[src/rtl/delay_line_ctrl.sv]
// Circular-buffer delay line held in external async SRAM: stores each incoming sample,
// then serves tap reads at a sample offset back from the newest stored sample.
module delay_line_ctrl #(
    parameter int DATA_WIDTH = 16,
    parameter int ADDR_WIDTH = 13,
    parameter int BUF_AW     = 12,
    parameter int SRAM_AW    = 18,
    parameter int BASE_ADDR  = 0,
    parameter int WAIT_CYC   = 2
) (
    input  logic                  clk,
    input  logic                  rst,
    input  logic                  sample_valid,
    input  logic [DATA_WIDTH-1:0] sample_in,
    input  logic                  rd,
    input  logic [ADDR_WIDTH-1:0] offset,
    output logic [DATA_WIDTH-1:0] rd_data,
    output logic                  read_finish,
    output logic                  busy,
    output logic                  overrun,
    output logic [SRAM_AW-1:0]    sram_addr,
    output logic [DATA_WIDTH-1:0] sram_wdata,
    output logic                  sram_dq_oe,
    input  logic [DATA_WIDTH-1:0] sram_rdata,
    output logic                  sram_ce_n,
    output logic                  sram_oe_n,
    output logic                  sram_we_n
);

    localparam int CW = (WAIT_CYC > 1) ? $clog2(WAIT_CYC) : 1;
    localparam int DW = (ADDR_WIDTH - 1 > BUF_AW) ? ADDR_WIDTH - 1 : BUF_AW;

    typedef enum logic [1:0] {IDLE, WR, RD, RD_DONE} state_t;

    state_t                state_reg, state_next;
    logic [CW-1:0]         cnt_reg, cnt_next;
    logic [BUF_AW-1:0]     wr_ptr_reg;
    logic                  wr_pend_reg;
    logic [DATA_WIDTH-1:0] wr_sample_reg;
    logic                  rd_pend_reg;
    logic [BUF_AW-1:0]     rd_dist_reg;
    logic [DATA_WIDTH-1:0] rd_data_reg;
    logic                  read_finish_reg;
    logic                  overrun_reg;
    logic [SRAM_AW-1:0]    sram_addr_reg;
    logic [DATA_WIDTH-1:0] sram_wdata_reg;
    logic                  dq_oe_reg, ce_n_reg, oe_n_reg, we_n_reg;

    logic                  cnt_last;
    logic                  start_wr, start_rd;
    logic                  wr_done, rd_capture, rd_clear;
    logic [BUF_AW-1:0]     rd_index;
    logic [DW-1:0]         dist_wide;
    logic                  unused_lsb;

    // Byte offset to word distance; anything above the buffer depth wraps away.
    assign dist_wide  = DW'(offset[ADDR_WIDTH-1:1]);
    assign unused_lsb = offset[0];
    generate
        if (DW > BUF_AW) begin : g_trim
            logic unused_hi;
            assign unused_hi = ^dist_wide[DW-1:BUF_AW];
        end
    endgenerate

    assign cnt_last = (cnt_reg == CW'(WAIT_CYC - 1));
    assign start_wr = (state_reg == IDLE) && wr_pend_reg;
    assign start_rd = (state_reg == IDLE) && !wr_pend_reg && rd_pend_reg;
    // Index uses wr_ptr at issue time, so a write that won arbitration is visible.
    assign rd_index = wr_ptr_reg - BUF_AW'(1) - rd_dist_reg;

    always_comb begin
        state_next = state_reg;
        cnt_next   = cnt_reg;
        wr_done    = 1'b0;
        rd_capture = 1'b0;
        rd_clear   = 1'b0;
        case (state_reg)
            IDLE: begin
                cnt_next = '0;
                if (wr_pend_reg)      state_next = WR;
                else if (rd_pend_reg) state_next = RD;
            end
            WR: begin
                if (cnt_last) begin
                    wr_done    = 1'b1;
                    cnt_next   = '0;
                    state_next = IDLE;
                end else begin
                    cnt_next = cnt_reg + CW'(1);
                end
            end
            RD: begin
                if (cnt_last) begin
                    rd_capture = 1'b1;
                    cnt_next   = '0;
                    state_next = RD_DONE;
                end else begin
                    cnt_next = cnt_reg + CW'(1);
                end
            end
            RD_DONE: begin
                rd_clear   = 1'b1;
                state_next = IDLE;
            end
            default: state_next = IDLE;
        endcase
    end

    always_ff @(posedge clk) begin
        if (rst) begin
            state_reg       <= IDLE;
            cnt_reg         <= '0;
            wr_ptr_reg      <= '0;
            wr_pend_reg     <= 1'b0;
            wr_sample_reg   <= '0;
            rd_pend_reg     <= 1'b0;
            rd_dist_reg     <= '0;
            rd_data_reg     <= '0;
            read_finish_reg <= 1'b0;
            overrun_reg     <= 1'b0;
            sram_addr_reg   <= '0;
            sram_wdata_reg  <= '0;
            dq_oe_reg       <= 1'b0;
            ce_n_reg        <= 1'b1;
            oe_n_reg        <= 1'b1;
            we_n_reg        <= 1'b1;
        end else begin
            state_reg       <= state_next;
            cnt_reg         <= cnt_next;
            read_finish_reg <= rd_clear;

            if (rd_capture) rd_data_reg <= sram_rdata;
            if (wr_done)    wr_ptr_reg  <= wr_ptr_reg + BUF_AW'(1);

            // A full slot drops the new request, even on the cycle it is being consumed.
            if (wr_done) wr_pend_reg <= 1'b0;
            if (sample_valid && !wr_pend_reg) begin
                wr_pend_reg   <= 1'b1;
                wr_sample_reg <= sample_in;
            end
            if (rd_clear) rd_pend_reg <= 1'b0;
            if (rd && !rd_pend_reg) begin
                rd_pend_reg <= 1'b1;
                rd_dist_reg <= dist_wide[BUF_AW-1:0];
            end
            if ((sample_valid && wr_pend_reg) || (rd && rd_pend_reg))
                overrun_reg <= 1'b1;

            // SRAM pins are registered and track the state register edge for edge.
            if (start_wr) begin
                sram_addr_reg  <= SRAM_AW'(BASE_ADDR) + SRAM_AW'(wr_ptr_reg);
                sram_wdata_reg <= wr_sample_reg;
                dq_oe_reg      <= 1'b1;
                ce_n_reg       <= 1'b0;
                we_n_reg       <= 1'b0;
            end else if (start_rd) begin
                sram_addr_reg <= SRAM_AW'(BASE_ADDR) + SRAM_AW'(rd_index);
                ce_n_reg      <= 1'b0;
                oe_n_reg      <= 1'b0;
            end else if (wr_done || rd_capture) begin
                dq_oe_reg <= 1'b0;
                ce_n_reg  <= 1'b1;
                oe_n_reg  <= 1'b1;
                we_n_reg  <= 1'b1;
            end
        end
    end

    assign rd_data     = rd_data_reg;
    assign read_finish = read_finish_reg;
    assign busy        = (state_reg != IDLE) || wr_pend_reg || rd_pend_reg;
    assign overrun     = overrun_reg;
    assign sram_addr   = sram_addr_reg;
    assign sram_wdata  = sram_wdata_reg;
    assign sram_dq_oe  = dq_oe_reg;
    assign sram_ce_n   = ce_n_reg;
    assign sram_oe_n   = oe_n_reg;
    assign sram_we_n   = we_n_reg;

endmodule
[config.mk]
export PLATFORM = sky130hd
export DESIGN_NAME = delay_line_ctrl
export DESIGN_NICKNAME = d
export VERILOG_FILES = /design/src/rtl/delay_line_ctrl.sv
export SDC_FILE = /design/constraint.sdc
export NUM_CORES = 1
export LEC_CHECK = 0
export BUFFER_PORTS_ARGS = -buffer_cell sky130_fd_sc_hd__buf_2
export CORE_AREA = 2 2 107 109
export DETAILED_ROUTE_END_ITERATION = 12
export DIE_AREA = 0 0 109 111
export PLACE_DENSITY = 0.69
export SYNTH_ARGS = -nofsm -noshare
export SYNTH_HDL_FRONTEND = slang
export SYNTH_SLANG_ARGS = --single-unit
[constraint.sdc]
create_clock -name clk -period 2.6 [get_ports clk]
set_input_delay 0.52 -clock clk [delete_from_list [all_inputs] [get_ports clk]]
set_output_delay 0.52 -clock clk [all_outputs]
set_load 0.02 [all_outputs]
Word-level counts from Yosys, hierarchy flattened
Index checks and enable logic that the tools add are counted.
Widths: inputs -> output; s select.
Word-level totals
  register bits after elaboration: 95
  latch bits: 0
  RAM bits: 0
  ROM bits: 0
  memories: 0
Cells by class
  add/sub/neg operators: 4
  multipliers: 0
  divide/modulo/power cells: 0
  $lt $le $gt $ge: 0
  equality and inequality tests: 7
  shift operators: 0
  mux-type cells: 25
  bitwise gates (word level): 1
  reduce and logical (&&, ||, !) cells: 26
Operators by type and width (count)
  $mux 12: 2
  $mux 1: 17
  $reduce_bool 2->1: 7
  $add 12x1->12 const B: 1
  $sub 12x1->12 const B: 1
  $sub 12x12->12: 1
  $mux 2: 4
  $pmux 2 s4: 1
  $logic_and 1x1->1: 7
  $ne 2x2->1 const B: 3
  $eq 2x2->1 const B: 2
  $logic_or 1x1->1: 4
  $reduce_and 2->1: 2
  $ne 3x3->1 const B: 1
  $reduce_and 3->1: 1
  $reduce_bool 3->1: 1
  $eq 2x1->1 const B: 1
  $logic_not 1->1: 2
  $logic_not 2->1: 1
  $pmux 1 s2: 1
  $reduce_or 2->1: 1
  $add 1x1->1 const B: 1
  $not 1->1: 1

Logic depth before layout (Yosys ltp)
  depth after elaboration: 6
  mapped depth: 8
  gate-level depth less buffers: 8

Worst setup path after synthesis
OpenSTA, ideal clock, no wires.
  path kind: register -> register
  start: register wr_ptr_reg[0]
  end: register sram_addr_reg[8], in the netlist sram_addr[8]
  data arrival time: 1767 ps
  data required time: 2470 ps
  slack: 703 ps
  cell stages (with the launch flop): 8
  buffers on the path: 0
  clock period less this slack: 1897 ps
  path through: dfxtp_1 -> ha_1 -> fa_1 -> a211oi_2 -> o21ai_1 -> a31oi_1 -> xor2_1 -> o22ai_1
Between the ends
  cells in the longest elaborated chain, start to end: 4
Ends and longest elaborated chain
  from (decl): RTL line 37  | logic [BUF_AW-1:0] wr_ptr_reg;
  from (signal assigned): RTL line 134  | if (wr_done) wr_ptr_reg <= wr_ptr_reg + BUF_AW'(1);
  $sub 12x1->12: RTL line 70  | assign rd_index = wr_ptr_reg - BUF_AW'(1) - rd_dist_reg;
  $sub 12x12->12: RTL line 70
  $mux 12: RTL line 157  | end else if (start_rd) begin
  $mux 12: RTL line 151  | if (start_wr) begin
  to (signal assigned): RTL line 152  | sram_addr_reg <= SRAM_AW'(BASE_ADDR) + SRAM_AW'(wr_ptr_reg);
  to (signal assigned): RTL line 158  | sram_addr_reg <= SRAM_AW'(BASE_ADDR) + SRAM_AW'(rd_index);
  to (decl): RTL line 45  | logic [SRAM_AW-1:0] sram_addr_reg;
Every way passes these cells. The select of a mux whose other input is x is not followed.
A chain may end at the register's enable or synchronous reset.

Final worst setup path
  start: register wr_ptr_reg[0]
  end: register sram_addr_reg[10], in the netlist sram_addr[10]
Same word-level chain as after synthesis.

==> reports/qor.csv <==
stage,metric,value,unit
status,status,completed,
route,wl_per_cell,13.24,um
place,hpwl,7144,um
global_route,grt_pass1_vias,3393,
place,gp_congestion,0.8986,
hold_path,worstHoldStart,sample_in[4],
logic_synthesis,ys_types,48,
route,totalWireLength,9808,um
setup_path,crit_arrival,2.30,ns
power_and_ir_drop,peakVddDrop,359.8,uV
clock_network,cts_max_level,3,
clock_network,cts_resized,0,
route,ant_nets,0,
clock_network,path_clk_slew,0.07,ns
setup_path,r2r-start,wr_ptr_reg[0],
logic_synthesis,yosysWarnings,0,
global_route,grtUsageMet3,5.585,%
route,dr.first_iter.drc_count,193,
setup_path,r2r_slack,0.52,ns
final_layout,area_growth,20.57,%
clock_network,cts_tree,yes,
setup_path,required,2.82,ns
place,io_buffers,98,
setup_path,reg2reg_to,sram_addr[10],
logic_synthesis,synth-edff-count,0,
clock_network,cts_num_sinks,95,
power_and_ir_drop,internal_power,2.538,mW
power_and_ir_drop,seqPwrFrac,45.2,%
global_route,grt_pass1_wl,15910,um
setup_path,start_kind,flip-flop,
sta,period_share,80.08,%
route,routed_via_density,4.864,
logic_synthesis,synth_seq_area_share,45.84,%
route,drc,0,
global_route,grt_usage,16.74,%
floorplan,die_y,111,um
floorplan,initial_core_util,37.46,%
logic_synthesis,netlist_top_cells_area,"dfxtp_1 (46%), nand2_1 (13%), a21oi_1 (9.8%), ha_1 (5.1%), xor2_1 (2.1%)",
sta,hold_viol,0,
clock_network,postCtsHoldBufs,0,
global_route,grt_max_degree,30,
floorplan,num_io_pins,106,
final_layout,drive_gt1_share,22.58,%
logic_synthesis,synth_ff_type,dfxtp_1,
logic_synthesis,synth_top_cell_by_area,dfxtp_1,
power_and_ir_drop,p_leak,2.121,nW
floorplan,core_area,11080,sq um
sta,max_freq,0.4803,GHz
global_route,antenna_found_initial,1,
final_layout,nets,660,
power_and_ir_drop,p_sw_share,31.40,%
power_and_ir_drop,p_comb_share,20.6,%
floorplan,num_rows,39,
setup_path,rr_worst_depth,7,
final_layout,instances_no_fill,741,
setup_path,worstSetupPathType,flip-flop to flip-flop,
place,dp_cells,725,
logic_synthesis,syn_inst,506,
sta,final.setup_skew,0.007342,ns
sta,relSlewSlack,57.24,%
logic_synthesis,ys_async_sr_fraction,0,%
power_and_ir_drop,p_per_area,739.7,nW/um^2
logic_synthesis,yosysTopAreaCellShare,45.84,%
global_route,use_met2,27.49,%
hold_path,hold_depth,3,
logic_synthesis,synth_most_common_cell,nand2_1,
logic_synthesis,synth-seq-cells,95,
floorplan,die_area,12100,sq um
hold_path,hold_class,primary input to flip-flop,
sta,finalSetupViolations,0,
job,drv_cap,0,
final_layout,diodes,0,
setup_path,crit_fanout,5,
floorplan,die-width,109,um
hold_path,hold_end,wr_sample_reg[4],
clock_network,cts_buffers,9,
global_route,grt-ovfl-total,0,
route,num_vias,3604,
sta,fin_setup_tns,0,ns
sta,slew_violations,0,
setup_path,end_kind,flip-flop,
route,dr.pass1.iters,4,
logic_synthesis,avgSynthCellArea,8.200,sq um
power_and_ir_drop,power_switching,1.162,mW
logic_synthesis,syn_area,4149,sq um
clock_network,post_cts_buffers,0,
clock_network,clk_latency,0.35,ns
sta,post-route-min-period,2.082,ns
clock_network,cts-root-buf,clkbuf_16,
clock_network,cts_buffer_depth,2,
global_route,grt.busiest_layer,met2,
final_layout,fillers,1063,
sta,worst_pin_slew,0.6414,ns
logic_synthesis,yosys-top-cells-count,"nand2_1 (141), dfxtp_1 (95), a21oi_1 (81)",
sta,rsz0062_at_grt,no,
global_route,grt_use_met1,20.18,%
power_and_ir_drop,clkPwrFrac,34.2,%
## cell type report
cell class	count	area (sq um)	share of cell area, %
Timing Repair Buffer	105	543.0	10.86
Tap cell	143	178.9	3.577
Clock inverter	5	41.29	0.8254
Inverter	13	48.80	0.9755
Multi-Input combinational cell	369	2046	40.90
Clock buffer	11	242.7	4.852
Sequential cell	95	1902	38.02
## worst max-delay path, stage by stage, from the launching register on
cell      delay [ns]
dfxtp_1         0.36
ha_1            0.25
fa_1            0.44
a211oi_2        0.24
o21ai_1         0.17
a31oi_1         0.24
xor2_1          0.17
o22ai_1         0.09
## worst max path at each step
stage	end	cells past startpoint	slack, ns	from
finish	sram_addr[10]	7	0.52	wr_ptr_reg[0]
global route	sram_addr[10]	7	0.35	wr_ptr_reg[0]
CTS	sram_addr[10]	7	0.51	wr_ptr_reg[0]
detailed placement	sram_addr[10]	7	0.53	wr_ptr_reg[0]
global placement	sram_addr[10]	7	0.54	wr_ptr_reg[0]
floorplan	sram_addr[8]	7	0.70	wr_ptr_reg[0]
## power by group through the flow
stage               combinational, mW  sequential [mW]  clock, mW
global route                    0.850             1.69       1.37
detailed placement              0.763             1.70          0
global placement                0.754             1.70          0
floorplan                       0.478             1.76          0
CTS                             0.767             1.67       1.30
finish                          0.762             1.67       1.27
## per-stage QoR
step	util (%)	hold slack, ns	cell area (sq um)	power, mW	setup WS [ns]
final	45.16	0.4049	5002	3.700	0.5180
after global placement	42.60	0.4368	4718	2.450	0.5435
after global routing	45.16	0.3947	5002	3.911	0.3541
after detailed placement	42.60	0.4431	4718	2.467	0.5258
after floorplan	-	0.4321	4168	2.242	0.7035
after CTS	45.16	0.3983	5002	3.740	0.5093
## cell usage in the layout (no fill, tap or decap), drive strengths merged, types with 10 or more instances in the layout
master	count
dfxtp	95
inv	15
clkbuf	11
ha	17
nor2	21
buf	105
a21oi	81
nand2	141
xor2	10
## cell families (layout without fill, tap and decap cells)
| group | after synthesis | after routing | synth area share (%) |
|---|---|---|---|
| compound gates | 126 | 126 | 18.31 |
| fa+ha+maj | 18 | 18 | 5.609 |
| flops | 95 | 95 | 45.84 |
| simple gates | 201 | 201 | 21.05 |
| buf+inv | 47 | 134 | 5.308 |
| xor+xnor | 18 | 18 | 3.800 |
| other cells | 1 | 6 | 0.09038 |
## layer usage
layer | share of wire [%] | vias to the layer above
li1 | - | 1862
met3 | 6.4 | 18
met4 | 1.9 | 0
met2 | 47 | 89
met1 | 45 | 1635
met5 | 0 | -
Note: power is estimated with default switching activity, not from simulation.
